==> src/rtl/flash_pkg.sv <==
// Shared types and constants for the cartridge flash programming sequencer.
// Combinational definitions only; no latency, no flow control.
// FSM states, CCTL register offsets, command codes and JEDEC command bytes.
package flash_pkg;

    typedef enum logic [3:0] {
        S_IDLE,
        S_W1,
        S_W2,
        S_W3,
        S_W4,
        S_W5,
        S_W6,
        S_POLL,
        S_VERIFY,
        S_FAIL,
        S_ABORT,
        S_DONE
    } state_t;

    typedef enum logic [1:0] {
        OP_PROG,
        OP_SERASE,
        OP_CERASE
    } op_t;

    localparam logic [4:0] WIN_BASE = 5'b11010;

    localparam logic [2:0] OFS_ADDR0 = 3'd0;
    localparam logic [2:0] OFS_ADDR1 = 3'd1;
    localparam logic [2:0] OFS_ADDR2 = 3'd2;
    localparam logic [2:0] OFS_DATA  = 3'd3;
    localparam logic [2:0] OFS_CMD   = 3'd4;
    localparam logic [2:0] OFS_KEY   = 3'd5;

    localparam logic [7:0] CMD_PROG   = 8'h01;
    localparam logic [7:0] CMD_SERASE = 8'h02;
    localparam logic [7:0] CMD_CERASE = 8'h03;
    localparam logic [7:0] CMD_ABORT  = 8'hF0;

    localparam logic [7:0] KEY_VALUE = 8'h5A;

    localparam logic [7:0] JEDEC_AA = 8'hAA;
    localparam logic [7:0] JEDEC_55 = 8'h55;
    localparam logic [7:0] JEDEC_A0 = 8'hA0;
    localparam logic [7:0] JEDEC_80 = 8'h80;
    localparam logic [7:0] JEDEC_30 = 8'h30;
    localparam logic [7:0] JEDEC_10 = 8'h10;
    localparam logic [7:0] JEDEC_F0 = 8'hF0;

    function automatic logic is_cmd_wr(input state_t s);
        return (s == S_W1) || (s == S_W2) || (s == S_W3) ||
               (s == S_W4) || (s == S_W5) || (s == S_W6);
    endfunction

    function automatic logic is_wr_state(input state_t s);
        return is_cmd_wr(s) || (s == S_FAIL) || (s == S_ABORT);
    endfunction

endpackage

==> src/rtl/flash_prog_ctrl_if.sv <==
// Atari cartridge-port and flash-pin bundle for the flash programming sequencer.
// Wires only; no latency, no flow control.
// master = sequencer side, slave = system/bench side.
interface flash_prog_ctrl_if;
    logic        cctl_n;
    logic        r_w;
    logic [7:0]  cart_a;
    logic [7:0]  cart_d_in;
    logic [7:0]  cart_d_out;
    logic        cart_d_oe;
    logic [18:0] map_rom_a;
    logic        map_ce_n;
    logic        map_oe_n;
    logic [18:0] rom_a;
    logic [7:0]  rom_d_in;
    logic [7:0]  rom_d_out;
    logic        rom_d_oe;
    logic        rom_ce_n;
    logic        rom_oe_n;
    logic        rom_we_n;
    logic        busy;

    modport master (
        input  cctl_n, r_w, cart_a, cart_d_in, map_rom_a, map_ce_n, map_oe_n, rom_d_in,
        output cart_d_out, cart_d_oe, rom_a, rom_d_out, rom_d_oe, rom_ce_n, rom_oe_n,
        output rom_we_n, busy
    );

    modport slave (
        output cctl_n, r_w, cart_a, cart_d_in, map_rom_a, map_ce_n, map_oe_n, rom_d_in,
        input  cart_d_out, cart_d_oe, rom_a, rom_d_out, rom_d_oe, rom_ce_n, rom_oe_n,
        input  rom_we_n, busy
    );
endinterface

==> src/rtl/flash_wr_cycle.sv <==
// One flash write cycle: SETUP (we_n high) then STROBE (we_n low), done during STROBE.
// Latency: 2 cycles per write; a new cycle may begin on the cycle after done.
// No backpressure: start is held by the caller for the whole cycle.
module flash_wr_cycle (
    input  logic        clk,
    input  logic        rst_n,
    input  logic        start,
    input  logic [18:0] addr,
    input  logic [7:0]  data,
    output logic [18:0] wr_a,
    output logic [7:0]  wr_d,
    output logic        we_n,
    output logic        done
);
    logic strobe;

    // Toggles only while start is held, so back-to-back writes re-enter SETUP.
    always_ff @(posedge clk) begin
        if (!rst_n) begin
            strobe <= 1'b0;
        end else begin
            strobe <= start & ~strobe;
        end
    end

    assign wr_a = addr;
    assign wr_d = data;
    assign we_n = ~strobe;
    assign done = strobe;
endmodule

==> src/rtl/flash_prog_ctrl.sv <==
// 29F040 in-system programming sequencer behind CCTL $D5D0..$D5D7; FLASH_PROG_VERIFY_EN adds read-back verify.
// Latency: busy the cycle after an accepted CMD; 2 cycles per JEDEC write, then DQ7/DQ5 polling.
// No backpressure: register writes while busy are dropped, mapper is locked off the flash while busy.
module flash_prog_ctrl
    import flash_pkg::*;
#(
    parameter logic [18:0] UNLOCK_A1 = 19'h00555,
    parameter logic [18:0] UNLOCK_A2 = 19'h002AA,
    parameter int          TMO_W     = 27,
    parameter logic [TMO_W-1:0] PROG_TMO  = 27'd1024,
    parameter logic [TMO_W-1:0] ERASE_TMO = 27'd113000000
) (
    input  logic phi2,
    input  logic reset_n,
    flash_prog_ctrl_if.master bus
);
    state_t state, state_n;
    op_t    op;

    logic [18:0]      addr_r;
    logic [7:0]       data_r;
    logic             armed;
    logic             tmo_err;
    logic             vfy_err;
    logic             abort_pend;
    logic             dq5_seen;
    logic [TMO_W-1:0] tmo_cnt;

    logic        hit, reg_wr, cmd_wr, start_cmd, accept, abort_wr, abort_req;
    logic [2:0]  ofs;
    logic [7:0]  status;
    logic [18:0] poll_a;
    logic        dq7_ok, tmo_hit;
    logic [TMO_W-1:0] tmo_lim;

    logic        wr_start, wr_we_n, wr_done;
    logic [18:0] wr_addr, wr_a;
    logic [7:0]  wr_data, wr_d;

    assign hit       = ~bus.cctl_n & (bus.cart_a[7:3] == WIN_BASE);
    assign ofs       = bus.cart_a[2:0];
    assign reg_wr    = hit & ~bus.r_w;
    assign cmd_wr    = reg_wr & (ofs == OFS_CMD);
    assign start_cmd = (bus.cart_d_in == CMD_PROG) || (bus.cart_d_in == CMD_SERASE) ||
                       (bus.cart_d_in == CMD_CERASE);
    assign accept    = cmd_wr & start_cmd & armed & (state == S_IDLE);
    assign abort_wr  = cmd_wr & (bus.cart_d_in == CMD_ABORT) & (state != S_IDLE);
    assign abort_req = abort_pend | abort_wr;

    assign status         = {bus.busy, tmo_err, vfy_err, 4'b0000, armed};
    assign bus.cart_d_out = (ofs == OFS_CMD) ? status : 8'h00;
    assign bus.cart_d_oe  = hit & bus.r_w & phi2;
    assign bus.busy       = (state != S_IDLE);

    assign poll_a  = (op == OP_SERASE) ? {addr_r[18:16], 16'h0000} : addr_r;
    assign dq7_ok  = bus.rom_d_in[7] == ((op == OP_PROG) ? data_r[7] : 1'b1);
    assign tmo_lim = (op == OP_PROG) ? PROG_TMO : ERASE_TMO;
    assign tmo_hit = (tmo_cnt + TMO_W'(1)) >= tmo_lim;

    flash_wr_cycle u_wr (
        .clk   (phi2),
        .rst_n (reset_n),
        .start (wr_start),
        .addr  (wr_addr),
        .data  (wr_data),
        .wr_a  (wr_a),
        .wr_d  (wr_d),
        .we_n  (wr_we_n),
        .done  (wr_done)
    );

    always_ff @(posedge phi2) begin
        if (!reset_n) begin
            state <= S_IDLE;
        end else begin
            state <= state_n;
        end
    end

    always_comb begin
        state_n  = state;
        wr_start = is_wr_state(state);
        wr_addr  = UNLOCK_A1;
        wr_data  = JEDEC_F0;
        case (state)
            S_IDLE: if (accept) state_n = S_W1;
            S_W1: begin
                wr_data = JEDEC_AA;
                if (wr_done) state_n = S_W2;
            end
            S_W2: begin
                wr_addr = UNLOCK_A2;
                wr_data = JEDEC_55;
                if (wr_done) state_n = S_W3;
            end
            S_W3: begin
                wr_data = (op == OP_PROG) ? JEDEC_A0 : JEDEC_80;
                if (wr_done) state_n = S_W4;
            end
            S_W4: begin
                if (op == OP_PROG) begin
                    wr_addr = addr_r;
                    wr_data = data_r;
                    if (wr_done) state_n = S_POLL;
                end else begin
                    wr_data = JEDEC_AA;
                    if (wr_done) state_n = S_W5;
                end
            end
            S_W5: begin
                wr_addr = UNLOCK_A2;
                wr_data = JEDEC_55;
                if (wr_done) state_n = S_W6;
            end
            S_W6: begin
                if (op == OP_SERASE) begin
                    wr_addr = {addr_r[18:16], 16'h0000};
                    wr_data = JEDEC_30;
                end else begin
                    wr_data = JEDEC_10;
                end
                if (wr_done) state_n = S_POLL;
            end
            S_POLL: begin
                // DQ5 only counts as failure if the next sample still mismatches on DQ7.
                if (dq7_ok) begin
`ifdef FLASH_PROG_VERIFY_EN
                    state_n = (op == OP_PROG) ? S_VERIFY : S_DONE;
`else
                    state_n = S_DONE;
`endif
                end else if (abort_req) begin
                    state_n = S_ABORT;
                end else if (dq5_seen || tmo_hit) begin
                    state_n = S_FAIL;
                end
            end
`ifdef FLASH_PROG_VERIFY_EN
            S_VERIFY: state_n = S_DONE;
`endif
            S_FAIL, S_ABORT: if (wr_done) state_n = S_IDLE;
            S_DONE: state_n = S_IDLE;
            default: state_n = S_IDLE;
        endcase
        // An abort lets the in-flight command write finish before the reset write.
        if (is_cmd_wr(state) && wr_done && abort_req) state_n = S_ABORT;
    end

    always_ff @(posedge phi2) begin
        if (!reset_n) begin
            addr_r     <= '0;
            data_r     <= '0;
            armed      <= 1'b0;
            tmo_err    <= 1'b0;
            abort_pend <= 1'b0;
            dq5_seen   <= 1'b0;
            tmo_cnt    <= '0;
            op         <= OP_PROG;
        end else begin
            if (reg_wr && state == S_IDLE) begin
                case (ofs)
                    OFS_ADDR0: addr_r[7:0]   <= bus.cart_d_in;
                    OFS_ADDR1: addr_r[15:8]  <= bus.cart_d_in;
                    OFS_ADDR2: addr_r[18:16] <= bus.cart_d_in[2:0];
                    OFS_DATA:  data_r        <= bus.cart_d_in;
                    default: ;
                endcase
            end
            if (reg_wr && ofs == OFS_KEY) armed <= (bus.cart_d_in == KEY_VALUE);
            if (accept) begin
                armed   <= 1'b0;
                tmo_err <= 1'b0;
                case (bus.cart_d_in)
                    CMD_SERASE: op <= OP_SERASE;
                    CMD_CERASE: op <= OP_CERASE;
                    default:    op <= OP_PROG;
                endcase
            end
            if (state == S_FAIL) tmo_err <= 1'b1;
            if (state == S_IDLE || state == S_ABORT || state == S_FAIL || state == S_DONE) begin
                abort_pend <= 1'b0;
            end else if (abort_wr) begin
                abort_pend <= 1'b1;
            end
            dq5_seen <= (state == S_POLL) & bus.rom_d_in[5] & ~dq7_ok;
            tmo_cnt  <= (state == S_POLL) ? tmo_cnt + TMO_W'(1) : '0;
        end
    end

`ifdef FLASH_PROG_VERIFY_EN
    always_ff @(posedge phi2) begin
        if (!reset_n) begin
            vfy_err <= 1'b0;
        end else if (accept) begin
            vfy_err <= 1'b0;
        end else if (state == S_VERIFY && bus.rom_d_in != data_r) begin
            vfy_err <= 1'b1;
        end
    end
`else
    logic unused_rd;
    assign vfy_err   = 1'b0;
    assign unused_rd = ^{bus.rom_d_in[6], bus.rom_d_in[4:0]};
`endif

    always_comb begin
        bus.rom_a     = bus.map_rom_a;
        bus.rom_ce_n  = bus.map_ce_n;
        bus.rom_oe_n  = bus.map_oe_n;
        bus.rom_we_n  = 1'b1;
        bus.rom_d_oe  = 1'b0;
        bus.rom_d_out = 8'h00;
        if (wr_start) begin
            bus.rom_a     = wr_a;
            bus.rom_d_out = wr_d;
            bus.rom_ce_n  = 1'b0;
            bus.rom_oe_n  = 1'b1;
            bus.rom_we_n  = wr_we_n;
            bus.rom_d_oe  = 1'b1;
        end else if (state == S_POLL || state == S_VERIFY) begin
            bus.rom_a    = poll_a;
            bus.rom_ce_n = 1'b0;
            bus.rom_oe_n = 1'b0;
        end else if (state != S_IDLE) begin
            bus.rom_a    = addr_r;
            bus.rom_ce_n = 1'b1;
            bus.rom_oe_n = 1'b1;
        end
    end
endmodule

==> src/flat_wrapper.sv <==
// flat-port wrapper written by rule: the top's interface ports become plain ports
module flash_prog_ctrl_flat import flash_pkg::*;
#(
    parameter logic [18:0] UNLOCK_A1 = 19'h00555,
    parameter logic [18:0] UNLOCK_A2 = 19'h002AA,
    parameter int          TMO_W     = 27,
    parameter logic [TMO_W-1:0] PROG_TMO  = 27'd1024,
    parameter logic [TMO_W-1:0] ERASE_TMO = 27'd113000000
)
  (phi2, reset_n, bus_cctl_n, bus_r_w, bus_cart_a, bus_cart_d_in, bus_map_rom_a, bus_map_ce_n, bus_map_oe_n, bus_rom_d_in, bus_cart_d_out, bus_cart_d_oe, bus_rom_a, bus_rom_d_out, bus_rom_d_oe, bus_rom_ce_n, bus_rom_oe_n, bus_rom_we_n, bus_busy);
  flash_prog_ctrl_if bus_i ();
  input  logic phi2;
  input  logic reset_n;
  input wire logic [$bits(bus_i.cctl_n)-1:0] bus_cctl_n;
  input wire logic [$bits(bus_i.r_w)-1:0] bus_r_w;
  input wire logic [$bits(bus_i.cart_a)-1:0] bus_cart_a;
  input wire logic [$bits(bus_i.cart_d_in)-1:0] bus_cart_d_in;
  input wire logic [$bits(bus_i.map_rom_a)-1:0] bus_map_rom_a;
  input wire logic [$bits(bus_i.map_ce_n)-1:0] bus_map_ce_n;
  input wire logic [$bits(bus_i.map_oe_n)-1:0] bus_map_oe_n;
  input wire logic [$bits(bus_i.rom_d_in)-1:0] bus_rom_d_in;
  output wire logic [$bits(bus_i.cart_d_out)-1:0] bus_cart_d_out;
  output wire logic [$bits(bus_i.cart_d_oe)-1:0] bus_cart_d_oe;
  output wire logic [$bits(bus_i.rom_a)-1:0] bus_rom_a;
  output wire logic [$bits(bus_i.rom_d_out)-1:0] bus_rom_d_out;
  output wire logic [$bits(bus_i.rom_d_oe)-1:0] bus_rom_d_oe;
  output wire logic [$bits(bus_i.rom_ce_n)-1:0] bus_rom_ce_n;
  output wire logic [$bits(bus_i.rom_oe_n)-1:0] bus_rom_oe_n;
  output wire logic [$bits(bus_i.rom_we_n)-1:0] bus_rom_we_n;
  output wire logic [$bits(bus_i.busy)-1:0] bus_busy;
  assign bus_i.cctl_n = bus_cctl_n;
  assign bus_i.r_w = bus_r_w;
  assign bus_i.cart_a = bus_cart_a;
  assign bus_i.cart_d_in = bus_cart_d_in;
  assign bus_i.map_rom_a = bus_map_rom_a;
  assign bus_i.map_ce_n = bus_map_ce_n;
  assign bus_i.map_oe_n = bus_map_oe_n;
  assign bus_i.rom_d_in = bus_rom_d_in;
  assign bus_cart_d_out = bus_i.cart_d_out;
  assign bus_cart_d_oe = bus_i.cart_d_oe;
  assign bus_rom_a = bus_i.rom_a;
  assign bus_rom_d_out = bus_i.rom_d_out;
  assign bus_rom_d_oe = bus_i.rom_d_oe;
  assign bus_rom_ce_n = bus_i.rom_ce_n;
  assign bus_rom_oe_n = bus_i.rom_oe_n;
  assign bus_rom_we_n = bus_i.rom_we_n;
  assign bus_busy = bus_i.busy;
  flash_prog_ctrl #(.UNLOCK_A1(UNLOCK_A1), .UNLOCK_A2(UNLOCK_A2), .TMO_W(TMO_W), .PROG_TMO(PROG_TMO), .ERASE_TMO(ERASE_TMO)) u_core (.phi2(phi2), .reset_n(reset_n), .bus(bus_i));
endmodule
==> config.mk <==
export PLATFORM = sky130hd
export DESIGN_NAME = flash_prog_ctrl_flat
export DESIGN_NICKNAME = d
export VERILOG_FILES = /design/src/rtl/flash_pkg.sv /design/src/rtl/flash_prog_ctrl_if.sv /design/src/rtl/flash_wr_cycle.sv /design/src/rtl/flash_prog_ctrl.sv /design/src/flat_wrapper.sv
export SDC_FILE = /design/constraint.sdc
export NUM_CORES = 1
export LEC_CHECK = 0
export BUFFER_PORTS_ARGS = -buffer_cell sky130_fd_sc_hd__clkbuf_2
export CAP_MARGIN = 20
export CORE_MARGIN = 4
export CORE_UTILIZATION = 59
export DETAILED_ROUTE_END_ITERATION = 7
export HOLD_SLACK_MARGIN = 0.08
export MAX_ROUTING_LAYER = met4
export PLACE_DENSITY = 0.86
export SLEW_MARGIN = 25
export SYNTH_ARGS = -nofsm -noshare
export SYNTH_HDL_FRONTEND = slang
export SYNTH_SLANG_ARGS = --single-unit
==> constraint.sdc <==
create_clock -name phi2 -period 10.6 [get_ports phi2]
set_clock_uncertainty 0.2 [all_clocks]
set_input_delay 1.06 -clock phi2 [delete_from_list [all_inputs] [get_ports phi2]]
set_output_delay 1.06 -clock phi2 [all_outputs]
set_load 0.05 [all_outputs]
* Word level (Yosys, flattened, before mapping) *
Index checks and enable logic that the tools add are counted.

operators by class
  equality and inequality tests = 40
  bitwise gates (word level) = 19
  add/subtract/negate cells = 1
  reduce and logical (&&, ||, !) cells = 35
  order comparisons = 1
  mux-type cells = 40

operator list
  cell                   count
  $mux 19                5
  $pmux 19 s3            1
  $mux 4                 13
  $pmux 8 s5             1
  $pmux 4 s9             1
  $add 27x1->27 const B  1
  $ge 27x27->1           1
  $mux 27                1
  $mux 8                 3
  $eq 4x3->1 const B     4
  $eq 4x4->1 const B     4
  $eq 8x2->1 const B     2
  $mux 16                1
  $reduce_and 8->1       2
  $logic_or 1x1->1       14
  $and 1x1->1            13
  $mux 6                 2
  $ne 3x3->1 const B     4
  $mux 1                 11
  $ne 2x2->1 const B     5
  $reduce_and 2->1       5
  $reduce_or 2->1        5
  $eq 4x2->1 const B     2
  $eq 8x1->1 const B     1
  24 further kinds       34

storage, ports and cells
  bits of input ports = 49
  word-level logic and storage cells = 149
  output and inout bits = 41
  bits in registers = 65

* Logic depth before layout (Yosys ltp) *
Gate-level depths: netlist of run 1.

  depth after elaboration = 11
  gate-level depth with buffers = 14
  gate-level depth less buffers = 14

* Hierarchy *
Synthesis of run 1 repeated with hierarchy kept, for this count alone.

second synthesis, totals
  cell total of the unflattened synthesis = 584
  area total of the unflattened synthesis = 4459.3 um2

modules (own cells, without submodules)
  module           cells each  sequential area each (um2)  area each (um2)  instances
  flash_prog_ctrl  554         1281.2                      4224.1           1
  flash_wr_cycle   30          20.0                        235.2            1

==> results of run 1 <==
-- critical path, delay by kind of cell --
kind	cells	cell delay, ns
buffers and inverters	3	0.46
and+or+nand+nor	2	0.11
-- report_power, final --
group	internal [uW]	switching (uW)	leakage [uW]
registers	244	1.63	0.000523
logic	23.2	64.2	0.00128
clock network	140	107	0.000126
total	407	173	0.00193
-- layer usage --
layer  wire, um  vias up  global-route usage, %
met2       5130      176                   42.2
met1       4710     1936                   33.0
met3        893       25                   8.78
li1           -     2031                      -
met5          0        -                      -
met4        222        0                   10.2
-- cells by family after synthesis --
logic type / after synthesis / share of synthesized area (%)
DFF: 65 / 31.8
buffers and inverters: 47 / 4.86
other: 1 / 0.0917
and+or+nand+nor: 251 / 31.6
AOI/OAI and AO/OA: 120 / 19.2
adders and majority gates: 14 / 4.28
xor gates and xnor gates: 27 / 5.78
muxes: 10 / 2.45
-- final cells by class --
type	instances	area, um^2	area share, %
Clock buffer	14	184	3.90
Clock inverter	6	67.6	1.43
Sequential cell	65	1300	27.6
Multi-Input combinational cell	427	2620	55.4
Timing Repair Buffer	79	400	8.49
Tap cell	80	100	2.12
Inverter	13	48.8	1.03
-- worst max path at each step --
stage / startpoint / end
detailed placement: phi2 / bus_cart_d_oe
CTS: phi2 / bus_cart_d_oe
global placement: phi2 / bus_cart_d_oe
finish: phi2 / bus_cart_d_oe
global route: phi2 / bus_cart_d_oe
floorplan: phi2 / bus_cart_d_oe
-- cell usage in the layout (no fill, tap or decap), drive strengths merged, types with 5 or more instances in the layout --
cell type,instances
a22o,5
nand3,11
a21oi,51
o21ai,16
nand2b,8
mux2i,10
conb,5
nor2,54
a21o,6
dfxtp,65
ha,14
xor2,10
nand4,14
nor3,11
clkbuf,91
nor2b,15
nand2,85
nor4,7
a221o,5
xnor2,17
or3,11
inv,13
o22ai,6
and3,7
-- per-stage QoR --
step / cell area (um^2) / total power (uW) / cells / util [%]
floorplan: 4110 / 315 / 539 / -
detailed placement: 4470 / 339 / 665 / 66.2
CTS: 4720 / 582 / 684 / 69.8
global route: 4720 / 597 / 684 / 69.8
finish: 4720 / 580 / 684 / 69.8
global placement: 4470 / 338 / 665 / 66.2
-- flip-flops by register name, indices dropped and copies added (netlist names) --
register and count:
u_core.addr_r 19, u_core.state 4, u_core.tmo_cnt 27, u_core.tmo_err 1, u_core.u_wr.done 1, u_core.data_r 8
u_core.op 2, u_core.abort_pend 1, u_core.dq5_seen 1, u_core.armed 1
==> metrics list, run 1 <==
- Final hold analysis gives a worst-case slack of 0.260 ns.
- The final count of pins violating max slew is 0.
* RSZ-0062 raised after global routing: no
* Measured slew at the worst slew-check pin: 0.992 ns
- Leading post-synthesis cells by instance count: nand2_1, dfxtp_1, nor2_1
- R2R Path Start: u_core.tmo_cnt[0]
- After global routing the overflow that remains totals 0.
- Most area-consuming cells after synthesis: dfxtp_1, nand2_1, a21oi_1
- Along the worst path, the maximum fanout reaches 2.
* Y dimension of the die: 91.3 um
* R2r setup slk: 6.19 ns
- Global routing consumed, over all layers together, 27.2% of the routing resources.
* Proportion of synthesized chip area in sequential cells: 31.8%
* Routed via count divided by cell count: 6.09
- Vias in the first global route: 4015
- Initial antenna violation count: 0
- In this run the worst hold path is classified as register to register.
- The netlist uses 64 different library cells.
- In the final design database the tool counted 662 nets.
- Number of buffers added on ports: 78
- Critical Path Sink Type: primary output
- Number of iterations in the first detailed-routing pass: 4
* Crit path required time: 9.34 ns
* First-iteration detailed-routing DRC count: 257
- 0 antenna diodes ended up in the layout.
- Peak supply drop: 91.7 uV
- Number of buffers inserted by post-CTS setup repair: 0
* Global-route wire length before repair: 18000 um
- Area enclosed by the die boundary: 8330 um^2
- Counting instances, the worst hold path has a depth of 2.
* Most repeated cell in the gate-level netlist after synthesis: nand2_1
- Number of flops mapped to enable cells by yosys: 0
- The path with the worst hold slack has its endpoint at u_core.addr_r[11].
* Run status: complete, no violations
* Number of storage elements in the synthesis netlist: 65
* Vias: 4168
* Startpoint types: clock port
* Number of maximum-capacitance constraint violations: 0
* Largest stage delay on the critical path: 0.23 ns
- Largest net degree at the start of global routing: 33
- Hold-fix buffer count after cts: 0
* Pre-CTS setup slack: 3.72 ns
* X dimension of the die: 91.3 um
- Counting every instance in the synthesized netlist gives 535.
- Pwr Density: 123 nW/um^2
- Once routing completed, OpenROAD measured the worst setup slack at 3.47 ns.
- For the worst-skew pair, the clock arrives at the later sink with an insertion delay of 0.44 ns.
* Cts repair resizes: 0
* Share of async-settable or async-resettable flops after synthesis: 0%
* Effective utilization at floorplan: 60.6%
* Slowest cell on crit path: clkbuf_2
* Capture point of the worst reg-to-reg path: u_core.state[2]
- Average instance area after synthesis: 7.65 um^2
- Number of failing hold endpoints at the final stage: 0
- In this run the static leakage power is 0.00193 uW.
- From synthesis to final layout, the design area changed by 15.3%.
- Startpoint of the worst hold path: u_core.addr_r[11]
- Cell mode on critical path: clkbuf_8
- DRT antenna net count: 0
- Proportion of layout cells with a drive suffix above 1: 19.7%
* Boundary Pins: 90
- Measured against its own limit, the worst slew margin works out to 33.8%.
- After routing, the total negative slack on setup checks comes to 0 ns.
- Traced cell by cell, the critical path runs through clkbuf_8 -> clkbuf_8 -> nand4b_1 -> nor2_1 -> clkbuf_2.
* TritonCTS clock tree: done
- Synth area leader: dfxtp_1
- CTS clock-pin slew for the worst setup and hold paths: 0.07 ns
- Setup violations remaining at the end of the flow were counted as 0.
- Summing every instance area after synthesis gives 4090 um^2.
- Warnings from Yosys: 0
- The final layout contains routed wiring with a total length of 11000 um.
- Fraction of post-synthesis cell area in the top cell type by area: 31.8%
- Crit Path Category: clock port to primary output
- Filler Cells Inserted: 561
* Wire length per cell after detailed routing: 16.0 um
* Number of standard-cell rows in the floorplan: 30
* Placed wire-length estimate after detailed placement: 7840 um
- Routability-driven placement finished with a final weighted congestion of 0.877.
* Post-detailed-route DRC marker count: 0
- STA puts the critical path data arrival time at 5.87 ns.
- Depth of the most critical reg-to-reg path: 13
- In the synthesized netlist the dominant register cell turns out to be dfxtp_1.
- In this run the standard cell core region covers 6760 um^2.
(Power assumes the default switching activity.)
==> run 2, diff against run 1 <==
CORE_UTILIZATION = 55   (was 59)
PLACE_DENSITY = 0.81   (was 0.86)
clock period = 6.8 ns   (was 10.6 ns; I/O delays follow)
==> run 2 against run 1 <==
Non-clock buffer count did not move. Sequential share of layout area did not move. Global-route usage fell by 0.93 points. Routed wire length rose by 0.78%. Sequential power rose by 56%. Via count fell by 0.34%. Register-to-register slack got worse by 3.9 ns. Hold slack got worse by 0.0056 ns. Setup slack got worse by 1.5 ns. Critical path depth did not move. Final cell count rose by 2.6%. Critical endpoint unchanged.
==> metrics list, run 2 (synthesized netlist as in run 1, its figures left out) <==
- For this design, the slowest cell found on the critical path is clkbuf_2.
* Placed standard-cell area: 4490 um^2 (+0.53%)
* Vias: 4154 (-0.34%)
- The fraction of final layout cells sized beyond drive strength 1 is 19.4% (-0.30 points).
- Total track usage: 26.3% (-0.93 points)
* First-iteration detailed-routing DRC count: 243 (-5.4%)
- The number of search-and-repair iterations in the first detailed-routing pass was 5 (+1).
* TritonCTS clock tree: done
- The final net count is 662 (unchanged).
- Number of maximum-capacitance constraint violations: 0 (unchanged)
* Max FO, Critical Path: 2 (unchanged)
* Core region area: 7250 um^2 (+7.4%)
* RSZ-0062 raised after global routing: no
* Post-synthesis to final-layout area growth: 15.3% (unchanged)
* Pins Over Slew Limit: 0 (unchanged)
- The routed wire length per instance was 15.7 um (-1.8%).
- Startpoint types: clock port
* Top library cells by usage in the layout, fill and taps aside: nand2_1, clkbuf_2, dfxtp_1
- Vias in the first global route: 4086 (+1.8%)
* Crit Path Category: clock port to primary output
- Largest stage delay on the critical path: 0.23 ns (about the same)
* Measured slew at the worst slew-check pin: 1.01 ns (+0.0200 ns)
- The signal on the critical path passes through clkbuf_8 -> clkbuf_8 -> nand4b_1 -> nor2_1 -> clkbuf_2.
* Setup total negative slack: 0 ns (unchanged)
- The global-route wire length before repair was 18200 um (+1.1%).
* Largest registers: u_core.tmo_cnt x27, u_core.addr_r x19, u_core.data_r x8
- Diodes inserted: 0 (unchanged)
- The area of all placed cells without fillers was 4720 um^2 (unchanged).
* Number of buffers added on ports: 78 (unchanged)
* Routed via count divided by cell count: 5.92 (-2.9%)
- Counting flops per register, the top entry is u_core.tmo_cnt.
* Crit path required time: 5.92 ns (-3.42 ns)
* DRT antenna net count: 0 (unchanged)
* Boundary Pins: 90 (unchanged)
- Leaving out fill and tap cells, the most frequent cell in the layout is nand2_1.
- The latest clock arrival within the worst-skew pair was 0.45 ns (about the same).
* Critical Path Sink Type: primary output
- Number of standard-cell rows in the floorplan: 31 (+3.3%)
- Static power due to leakage: 0.00192 uW (-0.36%)
- Cts repair resizes: 0 (unchanged)
* Total Wirelength: 11000 um (+0.78%)
- Aggregate global routing overflow: 0 (unchanged)
* Area enclosed by the die boundary: 8880 um^2 (+6.6%)
* Critical path data arrival time: 3.97 ns (-1.90 ns)
- The min-delay analysis places its worst path in the category register to register.
* Effective utilization at floorplan: 56.4% (-4.1 points)
- Largest net degree at the start of global routing: 33 (unchanged)
* Y dimension of the die: 94.3 um (+3.3%)
- The initial antenna violation count came to 0 (unchanged).
* Run status: complete, no violations
- The number of hold buffers added after cts is 0 (unchanged).
- The total half-perimeter wirelength after legalization and detailed placement came to 7840 um (about the same).
- Post-detailed-route DRC marker count: 0 (unchanged)
* Max-Slew Margin vs Limit: 32.5% (-1.3 points)
- Number of buffers inserted by post-CTS setup repair: 0 (unchanged)
* Final setup violation count: 0 (unchanged)
- Filler Cells Inserted: 655 (+17%)
* Flip-flop count of the largest register, all copies and words added: 27 (unchanged)
* Cell mode on critical path: clkbuf_8
- CTS clock-pin slew for the worst setup and hold paths: 0.07 ns (about the same)
- X dimension of the die: 94.3 um (+3.3%)
- The final estimated routing congestion in global placement came to 0.890 (+1.5%).
- Peak supply drop: 100 uV (+9.3%)
- Number of failing hold endpoints at the final stage: 0 (unchanged)
* Pwr Density: 185 nW/um^2 (+51%)
## run 2: cell types whose count changed in the layout (fill, tap and decap cells not counted), sizes merged
| cell | delta |
|---|---|
| bufinv | -1 |
| clkinvlp | -1 |
| clkbuf | +3 |
| clkinv | -2 |
## run 2: final timing paths
check,startpoint,to,slack [ns],cells after the start
worst max-delay path,phi2,bus_cart_d_oe,1.95,5
worst min-delay path,u_core.data_r[5],u_core.data_r[5],0.25,2
worst max register to register,u_core.tmo_cnt[3],u_core.state[2],2.33,13
worst min register to register,u_core.data_r[5],u_core.data_r[5],0.25,2
## run 2: per-layer routing
layer	GRT usage, %	up-vias	share of wire [%]
met1	29.7	1916	41
met3	5.37	31	7.1
met4	13.6	0	2.4
met5	-	-	0
met2	43.7	181	50
li1	-	2026	-
## run 2: area by class of cell
| cell class | count | area [um^2] | share of cell area, % |
|---|---|---|---|
| Multi-Input combinational cell | 427 | 2620 | 55.4 |
| Sequential cell | 65 | 1300 | 27.6 |
| Timing Repair Buffer | 79 | 400 | 8.49 |
| Clock buffer | 17 | 215 | 4.56 |
| Tap cell | 99 | 124 | 2.63 |
| Inverter | 13 | 48.8 | 1.03 |
| Clock inverter | 2 | 12.5 | 0.265 |
## run 2: critical path: cells and delay by family
family	cells	cell delay (ns)
buffers and inverters	3	0.46
and+or+nand+nor	2	0.12
## run 2: per-stage QoR
stage / power (uW) / worst slack, ns / std cells / hold slack, ns / util (%)
after detailed placement: 528 / 2.20 / 684 / 0.246 / 62.0
after global placement: 527 / 2.20 / 684 / 0.237 / 62.0
after global routing: 899 / 1.91 / 702 / 0.269 / 65.0
after floorplan: 491 / 2.26 / 539 / 0.228 / -
after CTS: 877 / 1.93 / 702 / 0.253 / 65.0
final: 875 / 1.95 / 702 / 0.254 / 65.0
## run 2: report_power, final
| part | internal [uW] | leakage, uW | switching, uW |
|---|---|---|---|
| clock | 198 | 0.000119 | 157 |
| sequential | 381 | 0.000523 | 2.61 |
| combinational | 36.1 | 0.00128 | 99.7 |
| total | 615 | 0.00192 | 260 |
==> run 3, diff against run 2 <==
CORE_UTILIZATION = 50   (was 55)
PLACE_DENSITY = 0.77   (was 0.81)
clock period = 4 ns   (was 6.8 ns; I/O delays follow)
==> run 3 against run 2 <==
Die area up 9.1%. Core utilization down 2.2 points. Non-clock buffer count up 23. Register-to-register slack worse by 2.2 ns. Global-route usage down 1.8 points. Routed wire length up 6.3%. Cell area up 4.5%. Sequential power up 69%. Hold slack worse by 0.16 ns.
==> metrics list, run 3 (synthesized netlist as in run 1, its figures left out) <==
- The clock transition at the register clock pins on the worst setup and hold paths after CTS was 0.08 ns (about the same).
- Static power due to leakage: 0.00203 uW (+5.6%)
- Measured slew at the worst slew-check pin: 1.00 ns (-0.00732 ns)
- Capture endpoint of the worst hold path: u_core.data_r[2]
- The total half-perimeter wirelength after legalization and detailed placement was 8370 um (+6.6%).
* Y dimension of the die: 98.5 um (+4.5%)
* Setup total negative slack: 0 ns (unchanged)
* Worst hold path type: primary input to register
- The worst path required time was 4.19 ns (-1.73 ns).
- More flip-flops sit in one register than any other, and that register is u_core.tmo_cnt.
- The final count of pins violating max slew was 0 (unchanged).
* Largest registers: u_core.tmo_cnt x27, u_core.addr_r x19, u_core.data_r x8
- The worst max-slew margin expressed relative to the limit was 33.0% (+0.49 points).
* Vias in the first global route: 4108 (+0.54%)
* Post-detailed-route DRC marker count: 0 (unchanged)
- TritonCTS clock tree: done
* Total Wirelength: 11700 um (+6.3%)
* Top achievable clock speed: 0.262 GHz
* Run status: complete, no violations
* Proportion of layout cells with a drive suffix above 1: 23.0% (+3.6 points)
* R2r setup slk: 0.18 ns (-2.15 ns)
- The number of I/O pins is 90 (unchanged).
- Dividing the final minimum period by the clock period gives 95.5%.
* Max FO, Critical Path: 8 (+6)
* Pwr Density: 299 nW/um^2 (+61%)
- Number of buffers added on ports: 78 (unchanged)
- Startpoint types: register
* Post-synthesis to final-layout area growth: 20.5%
* Area enclosed by the die boundary: 9690 um^2 (+9.1%)
- Worst setup path startpoint: u_core.tmo_cnt[0]
* Total Power: 1470 uW (+68%)
- The part of the power in combinational logic was 16.5% (+1.0 points).
- The net switching component of the power came to 471 uW (+81%).
- The number of cells after detailed placement is 703 (+2.8%).
- Wire length per cell after detailed routing: 16.1 um (+2.4%)
- The number of flip-flops under the largest register name came to 27 (unchanged).
- The worst reg-to-reg path cell count was 14 (+1).
* Final setup violation count: 0 (unchanged)
* Diodes inserted: 0 (unchanged)
- The clock share of power was 39.4% (-1.2 points).
- Leaving out fill and tap cells, the most frequent cells in the layout are nand2_1, clkbuf_2, dfxtp_1.
* Aggregate global routing overflow: 0 (unchanged)
* Global-route wire length before repair: 19200 um (+5.6%)
* Critical Path Sink Type: register
* Source-to-sink clock delay at the later pin of the worst-skew pair: 0.45 ns (about the same)
* Number of iterations in the first detailed-routing pass: 5 (unchanged)
- Number of failing hold endpoints at the final stage: 0 (unchanged)
* Routability Congestion: 0.888 (-0.24%)
- The kind of cell with the highest combined delay along the critical path is simple AND/OR/NAND/NOR gates.
* Vias: 4262 (+2.6%)
* Effective utilization at floorplan: 52.1% (-4.3 points)
- X dimension of the die: 98.5 um (+4.5%)
- The number of DRC violations after detailed-routing iteration 0 came to 251 (+3.3%).
- The remaining number of nets flagged by the antenna check after routing came to 0 (unchanged).
- The library cell used most frequently in the layout, excluding fill and tap cells, is nand2_1.
* Peak supply drop: 231 uV (+130%)
* Count of non-filler cells in the finished layout: 729 (+3.8%)
- The delay of the slowest cell on the worst path is 0.63 ns (+0.40 ns).
- Startpoint of the worst hold path: bus_cart_d_in[2]
- The critical path is of the register to register type.
- The average via count per standard cell is 5.85 (-1.2%).
* Cell Int Power: 1000 uW (+63%)
- The initial antenna violation count is 0 (unchanged).
* Number of maximum-capacitance constraint violations: 0 (unchanged)
* Number of standard-cell rows in the floorplan: 32 (+3.2%)
* Largest net degree at the start of global routing: 33 (unchanged)
- Total track usage: 24.5% (-1.8 points)
* Number of stages on the worst hold path: 3 (+1)
- The placeable core region came to 7850 um^2 (+8.2%).
* R2R Path Start: u_core.tmo_cnt[0]
* Post-layout net count: 685 (+3.5%)
- Among all stages on the critical path, the largest delay is contributed by or4b_2.
- For the finished layout, the period the worst path requires is 3.82 ns.
* Power share of the sequential group: 44.0% (about the same)
- The worst register-to-register path ends at u_core.state[2].
- The net switching fraction of the power is 32.0% (+2.3 points).
- Chain of cells forming the critical path: ha_1 -> nand3_2 -> or3_4 -> nor2_4 -> nand4_1 -> xnor2_1 -> ha_1 -> and3_1 -> nand4_1 -> or4b_2 -> o21ai_2 -> a221oi_4 -> or4b_1 -> a21oi_1
- The number of buffers and inverters on the critical path is 0 (-3).
* Critical path data arrival time: 4.01 ns (+0.04 ns)
* Final worst hold slack: 0.0961 ns (-0.158 ns)
run 3: worst max-delay path by stage:
| stage | to | slack, ns | cells past startpoint |
|---|---|---|---|
| floorplan | u_core.state[2] | 0.19 | 14 |
| global placement | u_core.state[2] | 0.15 | 14 |
| detailed placement | u_core.state[2] | 0.07 | 14 |
| CTS | u_core.state[2] | 0.008 | 14 |
| global route | u_core.state[2] | -0.009 | 14 |
| finish | u_core.state[2] | 0.18 | 14 |
run 3: power groups by stage:
stage | Clock, uW | Sequential [uW] | Combinational, uW
final | 581 | 648 | 243
after CTS | 587 | 648 | 241
after floorplan | 1.52 | 664 | 170
after global routing | 619 | 648 | 256
after detailed placement | 1.61 | 664 | 235
after global placement | 1.61 | 664 | 233
run 3: worst min-delay path, cell delays in order:
cell      delay, ns
clkbuf_2       0.16
nand2_1        0.09
a21oi_1        0.06
run 3: what timing repair did:
item	in CTS	in global routing
resized for setup	0	11
setup endpoints to repair	0	4
setup buffers	0	1
hold buffers	6	0
hold endpoints to repair	12	0
run 3: through the flow:
stage	util [%]	setup slack, ns	cell area, um^2
floorplan	-	0.193	4110
global placement	58.8	0.154	4620
detailed placement	58.8	0.0728	4620
CTS	62.3	0.00767	4890
global route	62.8	-0.00856	4930
finish	62.8	0.178	4930
run 3: final cells by class:
class / count / area [um^2]
fillers: 728 / 2920
clock buffers: 13 / 170
multi-input cells: 427 / 2640
repair buffers: 102 / 588
flip-flops and latches: 65 / 1310
well taps: 102 / 128
clock inverters: 7 / 47.5
inverters: 13 / 48.8
run 3: per-layer routing:
metal / track usage [%] / share of wire, %
met1: 32.0 / 44
met2: 38.1 / 47
met3: 4.18 / 8.0
met4: 8.93 / 1.7
met5: - / 0
